**config.mk**
```make
export PLATFORM = sky130hd
export DESIGN_NAME = uart_tx_scheduler_flat
export DESIGN_NICKNAME = d
export VERILOG_FILES = /design/src/rtl/uart_pkg.sv /design/src/rtl/uart_tx_scheduler_if.sv /design/src/rtl/uart_tx_scheduler_rr_arbiter.sv /design/src/rtl/uart_tx_scheduler.sv /design/src/flat_wrapper.sv
export SDC_FILE = /design/constraint.sdc
export NUM_CORES = 1
export LEC_CHECK = 0
export ABC_AREA = 1
export BUFFER_PORTS_ARGS = -buffer_cell sky130_fd_sc_hd__clkbuf_2
export CAP_MARGIN = 25
export CORE_AREA = 5 5 60 73
export DETAILED_ROUTE_END_ITERATION = 16
export DIE_AREA = 0 0 65 78
export PLACE_DENSITY = 0.81
export SYNTH_ARGS = -nofsm -noshare
export SYNTH_HDL_FRONTEND = slang
export SYNTH_HIERARCHICAL = 1
export SYNTH_SLANG_ARGS = --single-unit
```
**constraint.sdc**
```tcl
create_clock -name clk -period 8.3 [get_ports clk]
set_clock_uncertainty 0.2 [all_clocks]
set_input_delay 2.49 -clock clk [delete_from_list [all_inputs] [get_ports clk]]
set_output_delay 2.49 -clock clk [all_outputs]
set_load 0.1 [all_outputs]
```
**src/rtl/uart_pkg.sv**
```systemverilog
//------------------------------------------------------------------------------
// uart_pkg : shared types and frame-timing helpers for the UART TX path
// Rev 1.0
//------------------------------------------------------------------------------
`default_nettype none

package uart_pkg;

  typedef enum logic [1:0] {
    IDLE  = 2'd0,
    ISSUE = 2'd1,
    HOLD  = 2'd2
  } state_t;

  localparam int UART_CLKS_PER_BIT_DFLT = 217;
  localparam int UART_FRAME_BITS        = 10;

  function automatic int frame_cycles(input int cpb, input int bits);
    return cpb * bits;
  endfunction

endpackage

`default_nettype wire

```
**src/rtl/uart_tx_scheduler_if.sv**
```systemverilog
//------------------------------------------------------------------------------
// uart_tx_scheduler_if : producer request bus and uart_tx-facing outputs
// Rev 1.0
//------------------------------------------------------------------------------
`default_nettype none

interface uart_tx_scheduler_if #(
  parameter int NUM_REQ = 4
);
  localparam int IDX_W = $clog2(NUM_REQ);

  logic [NUM_REQ-1:0]   req_valid;
  logic [NUM_REQ*8-1:0] req_data;
  logic [NUM_REQ-1:0]   req_ready;
  logic [7:0]           tx_data;
  logic                 tx_valid;
  logic [IDX_W-1:0]     grant_id;
  logic                 busy;

  modport master (
    output req_valid, req_data,
    input  req_ready, tx_data, tx_valid, grant_id, busy
  );

  modport slave (
    input  req_valid, req_data,
    output req_ready, tx_data, tx_valid, grant_id, busy
  );

endinterface

`default_nettype wire

```
**src/rtl/uart_tx_scheduler_rr_arbiter.sv**
```systemverilog
//------------------------------------------------------------------------------
// rr_arbiter : combinational round-robin picker, search starts at ptr+1
// Rev 1.0
//------------------------------------------------------------------------------
`default_nettype none

module rr_arbiter #(
  parameter int N = 4,
  localparam int IDX_W = $clog2(N)
) (
  input  wire logic [N-1:0]     req,
  input  wire logic [IDX_W-1:0] ptr,
  output logic      [N-1:0]     gnt_onehot,
  output logic      [IDX_W-1:0] gnt_idx,
  output logic                  any
);

  // Offset k=1 is the requester just after the last winner; k=N wraps to ptr itself.
  always_comb begin
    gnt_onehot = '0;
    gnt_idx    = '0;
    any        = 1'b0;
    for (int k = 1; k <= N; k++) begin
      for (int i = 0; i < N; i++) begin
        if (!any && req[i] && (((int'(ptr) + k) % N) == i)) begin
          any           = 1'b1;
          gnt_onehot[i] = 1'b1;
          gnt_idx       = IDX_W'(i);
        end
      end
    end
  end

endmodule

`default_nettype wire

```
**src/rtl/uart_tx_scheduler.sv**
```systemverilog
//------------------------------------------------------------------------------
// uart_tx_scheduler : round-robin sharing of one uart_tx between NUM_REQ producers
// Rev 1.0
//------------------------------------------------------------------------------
`default_nettype none

module uart_tx_scheduler
  import uart_pkg::*;
#(
  parameter int NUM_REQ      = 4,
  parameter int CLKS_PER_BIT = UART_CLKS_PER_BIT_DFLT,
  parameter int FRAME_BITS   = UART_FRAME_BITS
) (
  input wire logic           clk,
  input wire logic           rst_n,
  uart_tx_scheduler_if.slave bus
);

  localparam int IDX_W    = $clog2(NUM_REQ);
  localparam int HOLD_CYC = frame_cycles(CLKS_PER_BIT, FRAME_BITS);
  localparam int CNT_W    = (HOLD_CYC > 1) ? $clog2(HOLD_CYC) : 1;
  localparam logic [CNT_W-1:0] HOLD_LOAD = CNT_W'(HOLD_CYC - 1);
  localparam logic [IDX_W-1:0] PTR_RESET = IDX_W'(NUM_REQ - 1);

  state_t           r_state;
  state_t           w_next_state;
  logic [CNT_W-1:0] r_hold_cnt;
  logic [7:0]       r_tx_data;
  logic [IDX_W-1:0] r_grant_id;
  logic [IDX_W-1:0] r_rr_ptr;

  logic [NUM_REQ-1:0] w_gnt_onehot;
  logic [IDX_W-1:0]   w_gnt_idx;
  logic               w_any;
  logic [7:0]         w_req_bytes [NUM_REQ];
  logic [7:0]         w_sel_data;

  generate
    for (genvar g = 0; g < NUM_REQ; g++) begin : g_unpack
      assign w_req_bytes[g] = bus.req_data[8*g +: 8];
    end
  endgenerate

  assign w_sel_data = w_req_bytes[w_gnt_idx];

  rr_arbiter #(
    .N (NUM_REQ)
  ) u_arb (
    .req        (bus.req_valid),
    .ptr        (r_rr_ptr),
    .gnt_onehot (w_gnt_onehot),
    .gnt_idx    (w_gnt_idx),
    .any        (w_any)
  );

  // Reset lands in HOLD so a frame already leaving uart_tx is allowed to finish.
  always_ff @(posedge clk) begin
    if (!rst_n) begin
      r_state    <= HOLD;
      r_hold_cnt <= HOLD_LOAD;
      r_tx_data  <= 8'h00;
      r_grant_id <= '0;
      r_rr_ptr   <= PTR_RESET;
    end else begin
      r_state <= w_next_state;
      case (r_state)
        IDLE: begin
          if (w_any) begin
            r_tx_data  <= w_sel_data;
            r_grant_id <= w_gnt_idx;
            r_rr_ptr   <= w_gnt_idx;
          end
        end
        ISSUE: r_hold_cnt <= HOLD_LOAD;
        HOLD: begin
          if (r_hold_cnt != '0) r_hold_cnt <= r_hold_cnt - 1'b1;
        end
        default: r_hold_cnt <= HOLD_LOAD;
      endcase
    end
  end

  always_comb begin
    w_next_state  = r_state;
    bus.req_ready = '0;
    case (r_state)
      IDLE: begin
        if (rst_n) bus.req_ready = w_gnt_onehot;
        if (w_any) w_next_state = ISSUE;
      end
      ISSUE:   w_next_state = HOLD;
      HOLD:    if (r_hold_cnt == '0) w_next_state = IDLE;
      default: w_next_state = IDLE;
    endcase
  end

  assign bus.tx_valid = (r_state == ISSUE);
  assign bus.busy     = (r_state != IDLE);
  assign bus.tx_data  = r_tx_data;
  assign bus.grant_id = r_grant_id;

endmodule

`default_nettype wire

```
**src/flat_wrapper.sv**
```systemverilog
// flat-port wrapper written by rule: the top's interface ports become plain ports
module uart_tx_scheduler_flat import uart_pkg::*;
#(
  parameter int NUM_REQ      = 4,
  parameter int CLKS_PER_BIT = UART_CLKS_PER_BIT_DFLT,
  parameter int FRAME_BITS   = UART_FRAME_BITS
)
  (clk, rst_n, bus_req_valid, bus_req_data, bus_req_ready, bus_tx_data, bus_tx_valid, bus_grant_id, bus_busy);
  uart_tx_scheduler_if #(.NUM_REQ(NUM_REQ)) bus_i ();
  input wire logic clk;
  input wire logic rst_n;
  input wire logic [$bits(bus_i.req_valid)-1:0] bus_req_valid;
  input wire logic [$bits(bus_i.req_data)-1:0] bus_req_data;
  output wire logic [$bits(bus_i.req_ready)-1:0] bus_req_ready;
  output wire logic [$bits(bus_i.tx_data)-1:0] bus_tx_data;
  output wire logic [$bits(bus_i.tx_valid)-1:0] bus_tx_valid;
  output wire logic [$bits(bus_i.grant_id)-1:0] bus_grant_id;
  output wire logic [$bits(bus_i.busy)-1:0] bus_busy;
  assign bus_i.req_valid = bus_req_valid;
  assign bus_i.req_data = bus_req_data;
  assign bus_req_ready = bus_i.req_ready;
  assign bus_tx_data = bus_i.tx_data;
  assign bus_tx_valid = bus_i.tx_valid;
  assign bus_grant_id = bus_i.grant_id;
  assign bus_busy = bus_i.busy;
  uart_tx_scheduler #(.NUM_REQ(NUM_REQ), .CLKS_PER_BIT(CLKS_PER_BIT), .FRAME_BITS(FRAME_BITS)) u_core (.clk(clk), .rst_n(rst_n), .bus(bus_i));
endmodule
```
Yosys cells after proc, flatten, opt, wreduce, memory -nomap -nowiden

Cells that the tools add are included.
W data, S select, Z words.

Input bits: 38
Register bits after elaboration: 26
Word-level logic and storage cells: 151
Output and inout bits: 16

Reductions and logical operators: 61
Magnitude comparators: 1
Add/subtract/negate cells: 5
Bitwise gates (word level): 6
Equality and inequality tests: 17
Multiplexer cells: 56

Operators by type and width:

| cell                    | count |
|---|---|
| $logic_not A32 Y1       | 4 |
| $mux W1                 | 32 |
| $mux W2                 | 16 |
| $logic_and A1 B1 Y1     | 31 |
| $eq A3 B3 Y1 const B    | 8 |
| $pmux W12 S2            | 1 |
| $bmux W8 S2             | 1 |
| $mux W8                 | 2 |
| $logic_not A1 Y1        | 15 |
| $eq A3 B2 Y1 const B    | 4 |
| $logic_not A12 Y1       | 1 |
| $mux W12                | 1 |
| $reduce_bool A12 Y1     | 1 |
| $sub A12 B1 Y12 const B | 1 |
| $mux W4                 | 2 |
| $reduce_or A2 Y1        | 4 |
| $pmux W2 S3             | 1 |
| $reduce_and A2 Y1       | 3 |
| $add A2 B1 Y2 const B   | 2 |
| $add A2 B2 Y2 const B   | 2 |
| $and A1 B1 Y1 const A   | 4 |
| $ne A2 B1 Y1 const B    | 2 |
| $ge A3 B3 Y1 const B    | 1 |
| $not A2 Y3              | 1 |
| 6 further kinds         | 6 |

Longest topological paths before layout

Gate-level depths: netlist (run 1).

Word-level depth: 70
Depth in mapped cells: 21
Depth with buffers taken out: 19

By module

Netlist (run 1), hierarchy kept.

Modules (own cells, without submodules):

| module            | cells each | seq. area each (um^2) | area each (um^2) | times used |
|---|---|---|---|---|
| uart_tx_scheduler | 246        | 520.5                 | 1536.5           | 1 |
| rr_arbiter        | 65         | 0.0                   | 369.1            | 1 |

Least setup slack after synthesis (run 1)

No wires, ideal clock.

Path kind: input -> output
Start point: input bus_req_valid[2]
End point: output bus_req_ready[3]
Required time: 5.610 ns
Stages: 11
Data arrival time: 4.825 ns
Buffers on the path: 0
Path slack: 0.785 ns
Path through: nand3_1 -> nand3_2 -> nor2_4 -> nand4_4 -> nor2_4 -> nand4_4 -> nor3_4 -> nand4_1 -> nand2_1 -> nand2_1 -> nor2_1

Longest elaborated chain between the ends: 57
Elaborated cells on any way between the ends: 60
Those cells by class: 19 x mux; 41 x reduce/logical

Ends and longest elaborated chain:

| item                             | RTL line                           | RTL |
|---|---|---|
| start: declaration               | flat_wrapper.sv:12                 | `input wire logic [$bits(bus_i.req_valid)-1:0] bus_req_valid;` |
| $logic_and A1 B1 Y1 (2 in a row) | uart_tx_scheduler_rr_arbiter.sv:25 | `if (!any && req[i] && (((int'(ptr) + k) % N) == i)) begin` |
| $mux W1                          | uart_tx_scheduler_rr_arbiter.sv:25 |  |
| $logic_not A1 Y1                 | uart_tx_scheduler_rr_arbiter.sv:25 |  |
| $logic_and A1 B1 Y1 (2 in a row) | uart_tx_scheduler_rr_arbiter.sv:25 |  |
| $mux W1                          | uart_tx_scheduler_rr_arbiter.sv:25 |  |
| $logic_not A1 Y1                 | uart_tx_scheduler_rr_arbiter.sv:25 |  |
| $logic_and A1 B1 Y1 (2 in a row) | uart_tx_scheduler_rr_arbiter.sv:25 |  |
| $mux W1                          | uart_tx_scheduler_rr_arbiter.sv:25 |  |
| (+37 left out)                   | -                                  |  |
| $logic_and A1 B1 Y1 (2 in a row) | uart_tx_scheduler_rr_arbiter.sv:25 |  |
| $mux W1                          | uart_tx_scheduler_rr_arbiter.sv:25 |  |
| $logic_not A1 Y1                 | uart_tx_scheduler_rr_arbiter.sv:25 |  |
| $logic_and A1 B1 Y1 (2 in a row) | uart_tx_scheduler_rr_arbiter.sv:25 |  |
| $mux W1 *                        | uart_tx_scheduler_rr_arbiter.sv:25 |  |
| net u_core.w_gnt_onehot[3]       | uart_tx_scheduler.sv:32            | `logic [NUM_REQ-1:0] w_gnt_onehot;` |
| $mux W4 *                        | uart_tx_scheduler.sv:88            | `if (rst_n) bus.req_ready = w_gnt_onehot;` |
| $mux W4 *                        | uart_tx_scheduler.sv:86            | `case (r_state)` |
| end: declaration                 | flat_wrapper.sv:14                 | `output wire logic [$bits(bus_i.req_ready)-1:0] bus_req_ready;` |

The timed path passes the listed nets; every way through them passes the cells marked *.

Final worst setup path (run 1)

Start point: input bus_req_valid[0]
End point: output bus_req_ready[3]

Longest elaborated chain between the ends: 64
Elaborated cells on any way between the ends: 67
Those cells by class: 21 x mux; 46 x reduce/logical

Ends and longest elaborated chain:

| item                             | RTL line |
|---|---|
| $logic_and A1 B1 Y1              | uart_tx_scheduler_rr_arbiter.sv:25 |
| $mux W1                          | uart_tx_scheduler_rr_arbiter.sv:25 |
| $logic_not A1 Y1                 | uart_tx_scheduler_rr_arbiter.sv:25 |
| $logic_and A1 B1 Y1 (2 in a row) | uart_tx_scheduler_rr_arbiter.sv:25 |
| $mux W1                          | uart_tx_scheduler_rr_arbiter.sv:25 |
| $logic_not A1 Y1                 | uart_tx_scheduler_rr_arbiter.sv:25 |
| $logic_and A1 B1 Y1 (2 in a row) | uart_tx_scheduler_rr_arbiter.sv:25 |
| $mux W1                          | uart_tx_scheduler_rr_arbiter.sv:25 |
| (+45 left out)                   | - |
| $logic_and A1 B1 Y1 (2 in a row) | uart_tx_scheduler_rr_arbiter.sv:25 |
| $mux W1                          | uart_tx_scheduler_rr_arbiter.sv:25 |
| $logic_not A1 Y1                 | uart_tx_scheduler_rr_arbiter.sv:25 |
| $logic_and A1 B1 Y1 (2 in a row) | uart_tx_scheduler_rr_arbiter.sv:25 |
| $mux W1 *                        | uart_tx_scheduler_rr_arbiter.sv:25 |
| net u_core.w_gnt_onehot[3]       | uart_tx_scheduler.sv:32 |
| $mux W4 *                        | uart_tx_scheduler.sv:88 |
| $mux W4 *                        | uart_tx_scheduler.sv:86 |

Marked as above.

==> impl_results.md, run 1 <==
* WS Path Type: input pin to output pin
* Cell area after synthesis at about 1900 um2
* H-tree levels at 1
* Static Leak at between 1 and 1.5 nW
* Buffers on Ports at 53
* Final instance area at roughly 2200 um2
* Final min period at ~7 ns
* First-pass GRT wire length at 8310 um
* Share of cells above drive strength 1 at 0.253
* Root Driver: clkbuf_8
* Placed inst area at approximately 2200 um2
* Synth area leaders: dfxtp_1, nor2_1, nand2_1
* Place WS at roughly 1.2 ns
* Slew Limit Fails at 0
* Post-route setup slack at 1.20 ns
* Gr ovfl total at 0
* Top cell type's share of synthesized area at 0.273
* Yosys cell types at 30
* Synthesized net count at between 300 and 400
* Min-Delay Startpoint: u_core/bus.grant_id[0]
* Initial drt markers at around 170
* Worst r2r src: u_core/r_rr_ptr[0]
* CTS clock-pin slew for the worst setup and hold paths at around 0.090 ns
* Ys async rst share at 0
* CTS sink cnt at 26
* Crit path launch type: input pin
* RSZ-0062 raised after global routing: false
* P&R area growth vs syn at 17.7%
* Register-to-register setup slack at approximately 5 ns
* WL per Instance at 11.9 um
* Synth area leader: dfxtp_1
* Peak VDD IR at around 0.078 mV
* Antenna violations before repair at 0
* Total power at 0.000275 W
* GP Congestion at ~0.91
* CP endpoint kind: output pin
* Cell Rows at 24
* Util after Layout at 0.628
* DRT antenna net count at 0
* Most frequent cell after synthesis: nor2_1
* CTS max path bufs at 2
* Routed vias/inst at ~5.3
* Seq/Total Area, Yosys at 0.273
* Clk Latency, worst-skew pair at ~0.27 ns
* Via count at 2095
* Layout Nets at between 400 and 500
* Commonest cells post-synth: nor2_1, nand2_1, inv_1
* Critical Path Fanout Max at 5
* Drt pass-1 iters at 4
* Mapped Avg Cell Area at a little over 6 um2
* Worst R2R Path Depth at 17
* Max-Cap Viols at 0
* Crit share post-route at 0.855
* Total GRT Usage at 0.200
* Worst EP required at around 5.6 ns
* Drt total wl at around 4700 um
* Yosys warns at 6
* Placeable Area at 3570 um2
* Least-Margin Pin Slew at 0.548 ns
* Critical Path AT at approximately 4.4 ns
* IO Pins at 54
* Post-CTS sizing at 0
* Setup TNS at 0 ns
* DRC at 0
* CTS buffer count at 3
* Max-slew headroom at 0.636
* Layout filler cell count at between 300 and 400
* Final hold violations at 0
* DIE WIDTH at approximately 65 um
* Upper clock frequency limit at 141 MHz
* TritonCTS clock tree: done
* Hold Crit Endpoint: u_core/bus.grant_id[0]
* Die area at 5070 um2
* Cell area power density at 123 nW/um2
* Status: finished, final reports clean
* Top_reg_cell synth: dfxtp_1
* FF+latch count, synth at 26
* Worst Hold Depth at 2
* Post-synth EDFFs at 0
* Setup violators final at 0
* Pin count of the biggest net entering global routing at 19
* Setup Fix Bufs, Post-CTS at 0
* Vias in the first global route at 1962
* Antenna cells at 0
* RR Endpoint: u_core/bus.tx_data[0]
* HP Class: flip-flop to flip-flop
* Mapped Cells at roughly 310
* Detailed Place HPWL at between 3000 and 4000 um
* CTS Hold Buffers Added at 0
* Die height at slightly below 80 um
* Effective utilization at floorplan at 0.533
-- metrics by stage --
stage	instances	hold slack (ns)
after global routing	399	0.312
after floorplan	311	0.264
after global placement	395	0.274
after CTS	399	0.285
after detailed placement	395	0.271
final	399	0.281
-- how the worst max path moves through the flow --
stage	from	end	slack [ns]
CTS	bus_req_valid[0]	bus_req_ready[3]	1.20
floorplan	bus_req_valid[2]	bus_req_ready[3]	0.78
global route	bus_req_valid[0]	bus_req_ready[3]	1.04
detailed placement	bus_req_valid[0]	bus_req_ready[3]	1.20
global placement	bus_req_valid[0]	bus_req_ready[3]	1.23
finish	bus_req_valid[0]	bus_req_ready[3]	1.20
-- where the power goes --
part / internal (W) / switching, W
clock network: 0.0000645 / 0.0000393
logic: 0.0000172 / 0.0000252
registers: 0.000127 / 0.00000213
-- worst max-delay path, cell delays in order --
cell and delay, ns:
clkbuf_2 0.14, nand3_1 0.13, nand3_2 0.10, nor2_4 0.14, nand4_4 0.11, nor2_4 0.14
nand4_4 0.11, nor3_4 0.16, nand4_1 0.16, nand2_1 0.10, nand2_1 0.06, nor2_1 0.10
clkbuf_2 0.46
-- registers in the layout, summed over array words and instances, names as in the netlist --
register	flops
u_core/bus.grant_id	2
u_core/bus.tx_data	8
u_core/r_hold_cnt	12
u_core/r_rr_ptr	2
u_core/r_state	2
-- metal layers --
metal | global-route usage | part of all wire | up-vias
met1 | 0.230 | 0.42 | 951
met2 | 0.368 | 0.52 | 54
li1 | - | - | 1088
met5 | 0 | 0 | -
met3 | 0.0289 | 0.049 | 2
met4 | 0.0698 | 0.0076 | 0
-- area by class of cell --
type / instances / area (um2) / area share
Clock inverter: 1 / 30.0 / 0.0134
Inverter: 42 / 160 / 0.0714
Sequential cell: 26 / 520 / 0.232
Clock buffer: 3 / 41.3 / 0.0184
Timing Repair Buffer: 53 / 265 / 0.118
Tap cell: 39 / 48.8 / 0.0218
Multi-Input combinational cell: 235 / 1180 / 0.525
-- cell families (layout without fill, tap and decap cells) --
group,count (synthesis),after routing,share of synthesized area
and+or+nand+nor,185,185,0.467
buffers and inverters,50,99,0.109
DFF,26,26,0.273
adders and majority gates,2,2,0.0131
AOI/OAI and AO/OA,48,48,0.138
-- placed cells by master, fill, tap and decap left out, types with 2 or more instances in the layout --
cell,n
nor2_1,74
nand2_2,4
nand2_1,55
nand4_4,2
o21bai_1,2
dfxtp_1,26
nand4_1,6
inv_1,34
clkbuf_8,3
nor2_2,8
o21ai_0,24
nand3_1,20
nand2_4,2
a21oi_1,3
clkbuf_2,53
nor2_4,3
o21ai_1,15
nand3_2,2
ha_1,2
nor3_1,4
nand3b_1,2
inv_2,7
Power figures use the tool's default switching activity.
==> run 2, diff against run 1 <==
CORE_AREA = 5 5 76 78   (was 5 5 60 73)
DIE_AREA = 0 0 81 83   (was 0 0 65 78)
PLACE_DENSITY = not set   (was 0.81)
==> impl_results.md, run 2 (synthesized netlist as in run 1, its figures left out) <==
* Worst R2R Path Depth at 15 (-2)
* Detailed Place HPWL at 3750 um (-1.4%)
* Routed vias/inst at 4.67 (-11%)
* Setup violators final at 0 (unchanged)
* CP top delay family: simple AND/OR/NAND/NOR gates
* Critical Path AT at 4.42 ns (about the same)
* Critical path, cell by cell: clkbuf_2 > nand3_1 > nand3_2 > nor2_4 > nand4_4 > nor2_4 > nand4_4 > nor3_4 > nand4_1 > nand2_1 > nand2_1 > nor2_1 > clkbuf_2
* DRT antenna net count at 0 (unchanged)
* CP endpoint kind: output pin
* Final min period at 7.11 ns (+0.00812 ns)
* Cell Rows at 26 (+8.3%)
* P&R area growth vs syn at 18.2%
* HP Class: flip-flop to flip-flop
* Slowest stage delay, CP at 0.46 ns (about the same)
* Worst Hold Depth at 2 (unchanged)
* Final hold violations at 0 (unchanged)
* Util after Layout at 0.450 (-0.178)
* Critical-path top delay cell: clkbuf_2
* DRC at 0 (unchanged)
* Peak VDD IR at 0.0536 mV (-31%)
* Drt total wl at 4730 um (-0.48%)
* Drt pass-1 iters at 4 (unchanged)
* Vias in the first global route at 1914 (-2.4%)
* Non-Filler Instances at 429 (+7.5%)
* Antenna cells at 0 (unchanged)
* Post-CTS sizing at 0 (unchanged)
* Buffers on Ports at 53 (unchanged)
* TritonCTS clock tree: done
* Initial drt markers at 64 (-62%)
* Total power at 0.000242 W (-12%)
* Min-Delay Startpoint: u_core/bus.grant_id[1]
* Worst EP required at 5.61 ns (about the same)
* Effective utilization at floorplan at 0.380 (-0.153)
* Static Leak at 1.16 nW (-1.2%)
* CTS sink cnt at 26 (unchanged)
* Placeable Area at 5010 um2 (+40%)
* Max-slew headroom at 0.632 (-0.00428)
* Upper clock frequency limit at 141 MHz (-0.11%)
* Largest register FFs at 12 (unchanged)
* Via count at 2005 (-4.3%)
* CTS clock-pin slew for the worst setup and hold paths at 0.08 ns (about the same)
* Placed inst area at 2210 um2 (+1.8%)
* Max-Cap Viols at 0 (unchanged)
* Die height at 83 um (+6.4%)
* IO Pins at 54 (unchanged)
* Root Driver: clkbuf_8
* CP bufs+invs at 2 (unchanged)
* Critical Path Fanout Max at 5 (unchanged)
* Status: finished, final reports clean
* Crit path launch type: input pin
* RSZ-0062 raised after global routing: false
* Total GRT Usage at 0.146 (-0.0535)
* Worst r2r src: u_core/r_rr_ptr[1]
* Clk Latency, worst-skew pair at 0.27 ns (about the same)
* Least-Margin Pin Slew at 0.551 ns (+0.00275 ns)
* GP Congestion at 0.895 (-1.9%)
* Share of cells above drive strength 1 at 0.251 (-0.00208)
* Die area at 6720 um2 (+33%)
* Biggest register: u_core/r_hold_cnt
* CP Depth at 13 (unchanged)
* H-tree levels at 1 (unchanged)
* Most frequent cells in the layout: nor2_1, nand2_1, clkbuf_2
* Most common cell after layout, fill and taps aside: nor2_1
* Antenna violations before repair at 0 (unchanged)
* WL per Instance at 11.0 um (-7.4%)
* DIE WIDTH at 81 um (+25%)
* Pin count of the biggest net entering global routing at 19 (unchanged)
* DP Cell Count at 426 (+7.8%)
* CTS max path bufs at 2 (unchanged)
* Cell area power density at 107 nW/um2 (-12%)
* Crit share post-route at 0.856 (+0.000978)
* Gr ovfl total at 0 (unchanged)
* Layout Nets at 401 (unchanged)
* CTS Hold Buffers Added at 0 (unchanged)
* Slew Limit Fails at 0 (unchanged)
* First-pass GRT wire length at 8190 um (-1.4%)
* Setup Fix Bufs, Post-CTS at 0 (unchanged)
* Setup TNS at 0 ns (unchanged)
* Critical Path Start: bus_req_valid[0]
* WS Path Type: input pin to output pin
* CTS buffer count at 3 (unchanged)
* Final instance area at 2250 um2 (+0.39%)
-- run 2: cell count changes in the layout (fill, tap and decap cells not counted) --
| cell | previous run | this run |
|---|---|---|
| bufinv_16 | 1 | 0 |
-- run 2: final timing paths --
check | to | slack [ns]
max | bus_req_ready[3] | 1.19
min reg2reg | u_core/bus.grant_id[1] | 0.28
min | u_core/bus.grant_id[1] | 0.28
max reg2reg | u_core/bus.tx_data[4] | 5.11
-- run 2: cell type report --
| cell class | instances | area, um2 |
|---|---|---|
| repair buffers | 53 | 265 |
| fillers | 566 | 2760 |
| clock buffers | 3 | 41.3 |
| inverters | 42 | 160 |
| well taps | 70 | 87.6 |
| flip-flops and latches | 26 | 520 |
| multi-input cells | 235 | 1180 |
-- run 2: worst reg2reg max path: stages, from the launching register on --
cell,delay (ns)
dfxtp_1,0.44
inv_1,0.08
nand3_1,0.13
nand3_2,0.11
nor2_4,0.14
nand4_4,0.11
nor2_4,0.15
nand4_4,0.12
nor3_4,0.16
nand4_1,0.16
nand2_1,0.46
inv_2,0.25
o21ai_0,0.27
o21ai_0,0.13
o21ai_1,0.13
inv_1,0.05
-- run 2: per-stage QoR --
step                      worst slack (ns)  hold WS, ns
after floorplan                      0.785        0.264
after global placement                1.22        0.252
after detailed placement              1.20        0.266
after CTS                             1.20        0.283
after global routing                  1.02        0.301
final                                 1.19        0.283
-- run 2: metal layers --
layer / vias to the layer above / GRT usage / part of all wire
met5: - / 0 / 0
met4: 0 / 0.0353 / 0.0025
met1: 870 / 0.188 / 0.48
met2: 45 / 0.240 / 0.45
met3: 2 / 0.0390 / 0.064
li1: 1088 / - / -
-- run 2: where the power goes --
| group | switching, W | leakage, nW | total [W] | internal [W] |
|---|---|---|---|---|
| Combinational | 0.0000252 | 0.931 | 0.0000425 | 0.0000173 |
| Sequential | 0.00000207 | 0.211 | 0.000129 | 0.000127 |
| Clock | 0.0000381 | 0.0216 | 0.0000706 | 0.0000326 |
